File: src/rtl/place_piece_recv_pkg.sv
// Shared definitions for the piece placement receiver: board geometry,
// piece encodings, FSM states and the cell bounds helper.
package place_piece_recv_pkg;

    localparam int BOARD_ROWS = 20;
    localparam int BOARD_COLS = 10;

    typedef enum logic [2:0] {
        PIECE_I   = 3'd0,
        PIECE_O   = 3'd1,
        PIECE_T   = 3'd2,
        PIECE_S   = 3'd3,
        PIECE_Z   = 3'd4,
        PIECE_J   = 3'd5,
        PIECE_L   = 3'd6,
        PIECE_BAD = 3'd7
    } piece_t;

    typedef enum logic [2:0] {
        ST_IDLE   = 3'd0,
        ST_READ   = 3'd1,
        ST_WAIT   = 3'd2,
        ST_WRITE  = 3'd3,
        ST_REPORT = 3'd4
    } state_t;

    typedef enum logic [1:0] {
        RES_PLACED    = 2'd0,
        RES_COLLISION = 2'd1,
        RES_TYPE_ERR  = 2'd2
    } result_t;

    // Cell coordinates are carried at 6 bits so anchor+offset never wraps.
    function automatic logic cellOob(input logic [5:0] i, input logic [5:0] j);
        return (i > 6'(BOARD_ROWS - 1)) || (j > 6'(BOARD_COLS - 1));
    endfunction

endpackage

File: src/rtl/place_piece_recv_shape_rom.sv
// Combinational shape table: returns the (row, column) offset of cell k
// of a tetromino relative to its spawn anchor.
module piece_shape_rom
    import place_piece_recv_pkg::*;
(
    input  logic [2:0] i_pieceType,
    input  logic [1:0] i_k,
    output logic [1:0] o_di,
    output logic [1:0] o_dj
);

    // Each nibble is {di, dj} for one cell; cell 0 sits in the low nibble.
    localparam logic [15:0] SHAPE_I = 16'h3210;
    localparam logic [15:0] SHAPE_O = 16'h5410;
    localparam logic [15:0] SHAPE_T = 16'h5210;
    localparam logic [15:0] SHAPE_S = 16'h5421;
    localparam logic [15:0] SHAPE_Z = 16'h6510;
    localparam logic [15:0] SHAPE_J = 16'h6540;
    localparam logic [15:0] SHAPE_L = 16'h6542;

    piece_t      w_type;
    logic [15:0] w_pack;
    logic [3:0]  w_cell;

    assign w_type = piece_t'(i_pieceType);

    always_comb begin
        w_pack = 16'h0000;
        case (w_type)
            PIECE_I: w_pack = SHAPE_I;
            PIECE_O: w_pack = SHAPE_O;
            PIECE_T: w_pack = SHAPE_T;
            PIECE_S: w_pack = SHAPE_S;
            PIECE_Z: w_pack = SHAPE_Z;
            PIECE_J: w_pack = SHAPE_J;
            PIECE_L: w_pack = SHAPE_L;
            default: w_pack = 16'h0000;
        endcase
    end

    assign w_cell = w_pack[{i_k, 2'b00} +: 4];
    assign o_di   = w_cell[3:2];
    assign o_dj   = w_cell[1:0];

endmodule

File: src/rtl/place_piece_recv.sv
// Receives a spawned piece, checks its four cells against the board and
// either writes them or reports a collision / invalid type.
module place_piece_recv
    import place_piece_recv_pkg::*;
(
    input  logic       clk,
    input  logic       rst_n,
    input  logic       piece_valid,
    input  logic [4:0] pos_i,
    input  logic [4:0] pos_j,
    input  logic [2:0] piece_type,
    output logic [4:0] board_rd_i,
    output logic [4:0] board_rd_j,
    input  logic       board_rd_occ,
    output logic       board_we,
    output logic [4:0] board_wr_i,
    output logic [4:0] board_wr_j,
    output logic [2:0] board_wr_type,
    output logic       busy,
    output logic       placed,
    output logic       collision,
    output logic       type_err
);

    state_t     r_state;
    state_t     w_stateNext;
    logic [4:0] r_posI;
    logic [4:0] r_posJ;
    logic [2:0] r_type;
    logic [1:0] r_k;
    logic       r_pend;
    logic       r_pendOob;
    logic       r_blocked;
    result_t    r_result;

    logic [1:0] w_di;
    logic [1:0] w_dj;
    logic [5:0] w_cellI;
    logic [5:0] w_cellJ;
    logic       w_oob;
    logic       w_blockedNext;
    logic       w_typeBad;

    piece_shape_rom u_shapeRom (
        .i_pieceType (r_type),
        .i_k         (r_k),
        .o_di        (w_di),
        .o_dj        (w_dj)
    );

    assign w_cellI   = {1'b0, r_posI} + {4'b0000, w_di};
    assign w_cellJ   = {1'b0, r_posJ} + {4'b0000, w_dj};
    assign w_oob     = cellOob(w_cellI, w_cellJ);
    assign w_typeBad = (piece_t'(piece_type) == PIECE_BAD);

    // Occupancy lags its address by a cycle, so the bounds flag of the cell
    // just read is held in r_pendOob and merged when its sample arrives.
    assign w_blockedNext = r_blocked | (r_pend & (board_rd_occ | r_pendOob));

    assign board_wr_type = r_type;

    always_comb begin
        w_stateNext = r_state;
        board_rd_i  = 5'd0;
        board_rd_j  = 5'd0;
        board_we    = 1'b0;
        board_wr_i  = 5'd0;
        board_wr_j  = 5'd0;
        busy        = (r_state != ST_IDLE);
        placed      = 1'b0;
        collision   = 1'b0;
        type_err    = 1'b0;
        case (r_state)
            ST_IDLE: begin
                if (piece_valid) begin
                    w_stateNext = w_typeBad ? ST_REPORT : ST_READ;
                end
            end
            ST_READ: begin
                board_rd_i = w_cellI[4:0];
                board_rd_j = w_cellJ[4:0];
                if (r_k == 2'd3) begin
                    w_stateNext = ST_WAIT;
                end
            end
            ST_WAIT: begin
                w_stateNext = w_blockedNext ? ST_REPORT : ST_WRITE;
            end
            ST_WRITE: begin
                board_we   = ~w_oob;
                board_wr_i = w_cellI[4:0];
                board_wr_j = w_cellJ[4:0];
                if (r_k == 2'd3) begin
                    w_stateNext = ST_REPORT;
                end
            end
            ST_REPORT: begin
                placed      = (r_result == RES_PLACED);
                collision   = (r_result == RES_COLLISION);
                type_err    = (r_result == RES_TYPE_ERR);
                w_stateNext = ST_IDLE;
            end
            default: begin
                w_stateNext = ST_IDLE;
            end
        endcase
    end

    always_ff @(posedge clk or negedge rst_n) begin
        if (!rst_n) begin
            r_state   <= ST_IDLE;
            r_posI    <= 5'd0;
            r_posJ    <= 5'd0;
            r_type    <= 3'd0;
            r_k       <= 2'd0;
            r_pend    <= 1'b0;
            r_pendOob <= 1'b0;
            r_blocked <= 1'b0;
            r_result  <= RES_PLACED;
        end else begin
            r_state   <= w_stateNext;
            r_pend    <= (r_state == ST_READ);
            r_pendOob <= w_oob;
            case (r_state)
                ST_IDLE: begin
                    if (piece_valid) begin
                        r_posI    <= pos_i;
                        r_posJ    <= pos_j;
                        r_type    <= piece_type;
                        r_k       <= 2'd0;
                        r_blocked <= 1'b0;
                        r_result  <= w_typeBad ? RES_TYPE_ERR : RES_PLACED;
                    end
                end
                ST_READ: begin
                    r_k       <= r_k + 2'd1;
                    r_blocked <= w_blockedNext;
                end
                ST_WAIT: begin
                    r_k       <= 2'd0;
                    r_blocked <= w_blockedNext;
                    if (w_blockedNext) begin
                        r_result <= RES_COLLISION;
                    end
                end
                ST_WRITE: begin
                    r_k <= r_k + 2'd1;
                end
                default: begin
                end
            endcase
        end
    end

endmodule
File: config.mk
export PLATFORM = sky130hd
export DESIGN_NAME = place_piece_recv
export DESIGN_NICKNAME = d
export VERILOG_FILES = /design/src/rtl/place_piece_recv_pkg.sv /design/src/rtl/place_piece_recv_shape_rom.sv /design/src/rtl/place_piece_recv.sv
export SDC_FILE = /design/constraint.sdc
export NUM_CORES = 1
export LEC_CHECK = 0
export ABC_AREA = 1
export CAP_MARGIN = 25
export CORE_UTILIZATION = 47
export CTS_CLUSTER_DIAMETER = 200
export DETAILED_ROUTE_END_ITERATION = 16
export PLACE_DENSITY = 0.9
export SYNTH_ARGS = -nofsm -noshare
export SYNTH_HDL_FRONTEND = slang
export SYNTH_SLANG_ARGS = --single-unit
File: constraint.sdc
create_clock -name clk -period 3.2 [get_ports clk]
set_clock_uncertainty 0.2 [all_clocks]
set_input_delay 0.48 -clock clk [delete_from_list [all_inputs] [get_ports clk]]
set_output_delay 0.48 -clock clk [all_outputs]
set_load 0.02 [all_outputs]
Yosys cells after proc, flatten, opt, wreduce, memory -nomap -nowiden --
Cells that the tools add are included.
Storage, ports and cells: register bits after elaboration 23, word-level logic and storage cells 75
Operators by class: $add $sub $neg 3, magnitude comparators 2, equality and inequality tests 18, shift operators 1, muxes and demuxes 23, bitwise gates (word level) 4, reduce and logical (&&, ||, !) cells 15
Operators by type and width (number):
- one-hot mux 15 bit (7 select lines) | 1
- 2-to-1 mux 5 bit | 4
- variable part select 16 x 5 -> 4 bit | 1
- == test 3 bit, second input constant | 5
- 2-to-1 mux 3 bit | 5
- adder 5 x 2 -> 6 bit | 2
- == test 3 x 2 -> 1 bit, second input constant | 4
- one-hot mux 3 bit (4 select lines) | 1
- 2-to-1 mux 2 bit | 4
- != test 2 bit, second input constant | 4
- == test 3 x 1 -> 1 bit, second input constant | 2
- > comparator 6 x 4 -> 1 bit, second input constant | 1
- > comparator 6 x 5 -> 1 bit, second input constant | 1
- zero test 3 bit | 2
- one-hot mux 2 bit (3 select lines) | 1
- AND reduction 2 bit | 3
- AND reduction 3 bit | 2
- nonzero test 3 bit | 2
- 2-to-1 mux 1 bit | 5
- == test 2 bit, second input constant | 2
- one-hot mux 2 bit (2 select lines) | 1
- nonzero test 2 bit | 2
- OR reduction 2 bit | 2
- adder 2 x 1 -> 2 bit, second input constant | 1
- other kinds (7) | 8

Longest topological paths before layout --
word-level depth 8, mapped depth 14, mapped depth without buffers 14

Hierarchy --
From an unflattened synthesis, not the netlist that was laid out.
Unflattened totals: cell total of the unflattened synthesis 206, area total of the unflattened synthesis 1542.7 um^2
By module, submodules not included:
- place_piece_recv | times used 1, cells each 172, area an instance 1393.8 um^2, seq. area each 575.6 um^2
- piece_shape_rom | times used 1, cells each 34, area an instance 148.9 um^2, seq. area each 0.0 um^2

Worst setup path before layout --
Ideal clock, no wire load.
kind register to output, start point register r_type[1], in the netlist board_wr_type[1], end point output port board_we, arrival 2225 ps, required time 2520 ps, setup slack 295 ps, stages on the path, launching flop included 14, buffers on the path 0, cell sequence dfrtp_1 > nand2_1 > xor2_1 > o22ai_1 > ha_1 > inv_1 > fa_1 > inv_1 > nand3_1 > nand2_1 > nand3_1 > nor2_1 > nand3_2 > nor2_1
Between the ends: longest elaborated chain between the ends 8, elaborated cells between the ends (all ways) 16, classes of those cells add/sub (2); order compare (2); eq/ne (6); shift (1); mux (2); bitwise (1); reduce/logical (2)
RTL lines:
- start: declaration | line place_piece_recv.sv:29 | logic [2:0] r_type;
- start signal: assignment | line place_piece_recv.sv:129 | r_type <= piece_type;
- == test 3 bit (tied with other cells) | line place_piece_recv_shape_rom.sv:29 | case (w_type)
- one-hot mux 15 bit (7 select lines) (*) | line place_piece_recv_shape_rom.sv:29
- variable part select 16 x 5 -> 4 bit (*) | line place_piece_recv_shape_rom.sv:41 | assign w_cell = w_pack[{i_k, 2'b00} +: 4];
- adder 5 x 2 -> 6 bit, on equally long branches | line place_piece_recv.sv:51, place_piece_recv.sv:52
- > comparator 6 x 5 -> 1 bit / > comparator 6 x 4 -> 1 bit (equally long branches) | line place_piece_recv_pkg.sv:35 | return (i > 6'(BOARD_ROWS - 1)) || (j > 6'(BOARD_COLS - 1));
- logical OR 1 bit (*) | line place_piece_recv_pkg.sv:35
- named net w_oob | line place_piece_recv.sv:40 | logic w_oob;
- NOT 1 bit (*) | line place_piece_recv.sv:90 | board_we = ~w_oob;
- 2-to-1 mux 1 bit (*) | line place_piece_recv.sv:73 | case (r_state)
- end: declaration | line place_piece_recv.sv:15 | output logic board_we,
The timed path passes the listed nets; every way through them passes the cells marked *.

Worst setup path after layout --
start point register r_type[2], in the netlist board_wr_type[2], end point output port board_we
Same word-level chain as after synthesis.

==> flow_summary.ini <==
[status]
status = complete, no violations

[power_and_ir_drop]
pwr-share-comb_pct = 70.3
clockPowerShare_pct = 5.6
p_leak_nw = 1.12
p_seq_share_pct = 24.2
p_sw_mw = 1.20
switching_share_pct = 50.1
powerDensity_mw_per_mm2 = 1130
p_total_mw = 2.39
ir_drop_uv = 711
internal-power_mw = 1.19

[critical_path]
start_kind = flip-flop
startpoint = board_wr_type[2]
critPathMaxStageDelay_ns = 0.45
endpoint_kind = output pin
path_class = flip-flop to output pin
arrival_ns = 2.50
ff2ff_path_depth = 12
regToRegSetupSlack_ns = 0.92
worstPathRequired_ns = 2.52
r2r_start = board_wr_type[2]
path_cells = buf_6, xnor2_1, o22ai_1, ha_2, inv_2, fa_2, inv_2, nand3_2, nand2_2, nand3_1, nor2_2, nand3_2, nor2_1, buf_4
cp_max_fo = 4
slowest_stage = dfrtp_1

[timing]
fmax_mhz = 314
setup_viol = 0
finalCritPeriodShare_pct = 99.5
maxSlewHeadroom_pct = 61.6
slew_violations = 0
worst_pin_slew_ns = 0.575
rsz0062_at_grt = yes
finalCriticalPeriod_ns = 3.18
tns_ns = 0
fin_ws_ns = 0.0154
hold_viol_final = 0

[synthesis]
yosysSeqAreaShare_pct = 37.9
synthMostInstantiatedCell = nand2_1
synth.avg_cell_area_um2 = 7.23
ys_warn_count = 0
synth_top_cell_by_area = dfrtp_1
synthTopCellsByArea = dfrtp_1 (38%), nand2_1 (16%), inv_1 (6.9%), nor2_1 (6.9%), ha_1 (4.1%)
synth_common_cells = nand2_1 (63), inv_1 (28), nor2_1 (28)
synthesis.area_mm2 = 0.00152
synthCells = 210
syn_nets = 233
ys.flop_type = dfrtp_1
synth.top_cell.area_share_pct = 37.9
synth_edf_count = 0
synth_seq_cells = 23
ys_types = 26
synthArstFlopShare_pct = 100

[final_layout]
fill_cells = 257
stdcell_count = 316
final_layout_size_suffix_gt1_share_pct = 23.2
diodes = 0
syn2layout_area_growth_pct = 39.7
fin_nets = 296

[die]
dieHeight_um = 58.8
rows = 20
die_area_mm2 = 0.00346
start_util_pct = 49.7
io_pins = 45
core-area_mm2 = 0.00305
fp.dieW_um = 58.8

[global_route]
first_global_vias = 1349
grt_max_degree = 24
antenna_found_initial = 0
globalRouteOverflowTotal = 0
grt_pass1_wl_mm = 5.96
grt_usage_pct = 22.8

[route]
routed_wl_mm = 3.74
drt_iter0_drc = 51
viasPerCell = 4.84
vias = 1530
antenna_left = 0
wire_per_inst_um = 11.8
drc = 0
drt_pass1_iterations = 4

[clock_network]
clkSinkCount = 23
clock_latency_ns = 0.30
cts_hold_buf = 0
cts.clk_slew.worst_paths_ns = 0.13
root_buffer = clkbuf_4
h-tree-depth = 1
numCtsBuffers = 3
cts_tree = built
clock_path_buffers = 2

[placement]
dpl.cell_count = 309
port_buffers = 44
hpwlAfterDp_mm = 2.68
place.gp.congestion = 0.874
pre_cts_ws_ns = -0.109

[run]
drv_cap = 0

[hold_path]
hold_class = primary input to async pin
-- path summary, 6_finish.rpt --
kind | endpoint
min in group clk | r_posI[0]
min | r_k[1]
max in group asynchronous | r_result[1]
max | board_we
min reg2reg | r_posI[0]
max reg2reg | r_pendOob
-- power by group through the flow --
stage | sequential (mW) | clock, mW | combinational, mW
floorplan | 0.570 | 0 | 1.04
global placement | 0.564 | 0 | 1.61
detailed placement | 0.573 | 0 | 1.64
CTS | 0.565 | 0.138 | 1.59
global route | 0.597 | 0.153 | 1.85
finish | 0.578 | 0.133 | 1.68
-- cells in the final DEF, fill, tap and decap left out --
cell             netlist  layout
nand2_1               63      61
o211ai_1               1       1
clkbuf_2               0       4
nor2_4                 1       1
buf_2                  0       4
o21ai_2                4       4
nand4_1                2       2
nand2_2                0       2
clkdlybuf4s50_1        0      27
clkinv_2               0       1
clkbuf_4               0       3
nand3_4                1       1
nor2_1                28      25
buf_6                  5       2
a21oi_1                5       4
ha_2                   0       2
dlymetal6s2s_1         0       2
nor2_2                 2       5
o22ai_1                1       1
or2_1                  1       1
o21ai_1                7       8
inv_2                  4       7
fa_2                   0       1
a31oi_1                1       1
dfrtp_1               23      23
ha_1                   5       3
nand3_1               11       9
nor3_1                 3       3
inv_1                 28      25
dlygate4sd2_1          0       4
nand2_4                1       1
a21oi_2                0       1
o21ai_0                6       5
xnor2_1                3       3
nand3_2                2       4
xor2_1                 1       1
buf_4                  0      20
-- kinds of logic (layout without fill, tap and decap cells) --
| logic type | count (synthesis) | after routing | synth area share (%) |
|---|---|---|---|
| adders and majority gates | 6 | 6 | 5.44 |
| AOI/OAI and AO/OA | 25 | 25 | 9.56 |
| and+or+nand+nor | 115 | 115 | 33.1 |
| xor gates and xnor gates | 4 | 4 | 2.31 |
| DFF | 23 | 23 | 37.9 |
| buffers and inverters | 37 | 99 | 11.6 |
-- cell type report --
type                            instances  area (µm²)  area share [%]
Clock inverter                          1        5.00           0.236
Inverter                               32         120            5.66
Sequential cell                        23         576            27.1
Tap cell                               44        55.1            2.60
Clock buffer                            3        22.5            1.06
Multi-Input combinational cell        150         800            37.7
Timing Repair Buffer                   63         543            25.6
-- per-stage QoR --
stage,utilization (%),area [µm²],hold slack (ns)
2_1_floorplan,-,1520,-0.0156
3_3_place_gp,68.0,2080,0.270
3_5_place_dp,68.0,2080,0.276
4_1_cts,68.0,2080,0.309
5_1_grt,69.5,2120,0.306
6_report,69.5,2120,0.305
-- registers in the layout (all words and copies together) (netlist names) --
register       cells
r_state            3
r_pendOob          1
board_wr_type      3
r_pend             1
r_blocked          1
r_posJ             5
r_result           2
r_posI             5
r_k                2
-- per-layer routing --
metal,global-route usage (%),vias up,part of all wire (%)
met3,2.86,8,5.8
met4,5.78,0,1.3
li1,-,779,-
met1,30.3,689,44
met2,39.3,54,48
met5,0,-,0
-- timing repair --
item                                    in CTS  in global routing
gates cloned                                 0                  0
endpoints found under the hold margin        0                  0
endpoints found under the setup margin      15                 15
resized for setup                           31                 35
setup buffers                                1                  2
pin swaps                                    0                  5
-- worst max-delay path, delay by kind of cell, from the launching register on --
family                     cells  cell delay [ns]
buffers and inverters          4             0.39
AOI/OAI and AO/OA              1             0.18
adders and majority gates      2             0.56
and+or+nand+nor                6             0.50
DFF                            1             0.45
xor gates and xnor gates       1             0.12
No activity file was read; power rests on OpenSTA's default activity.
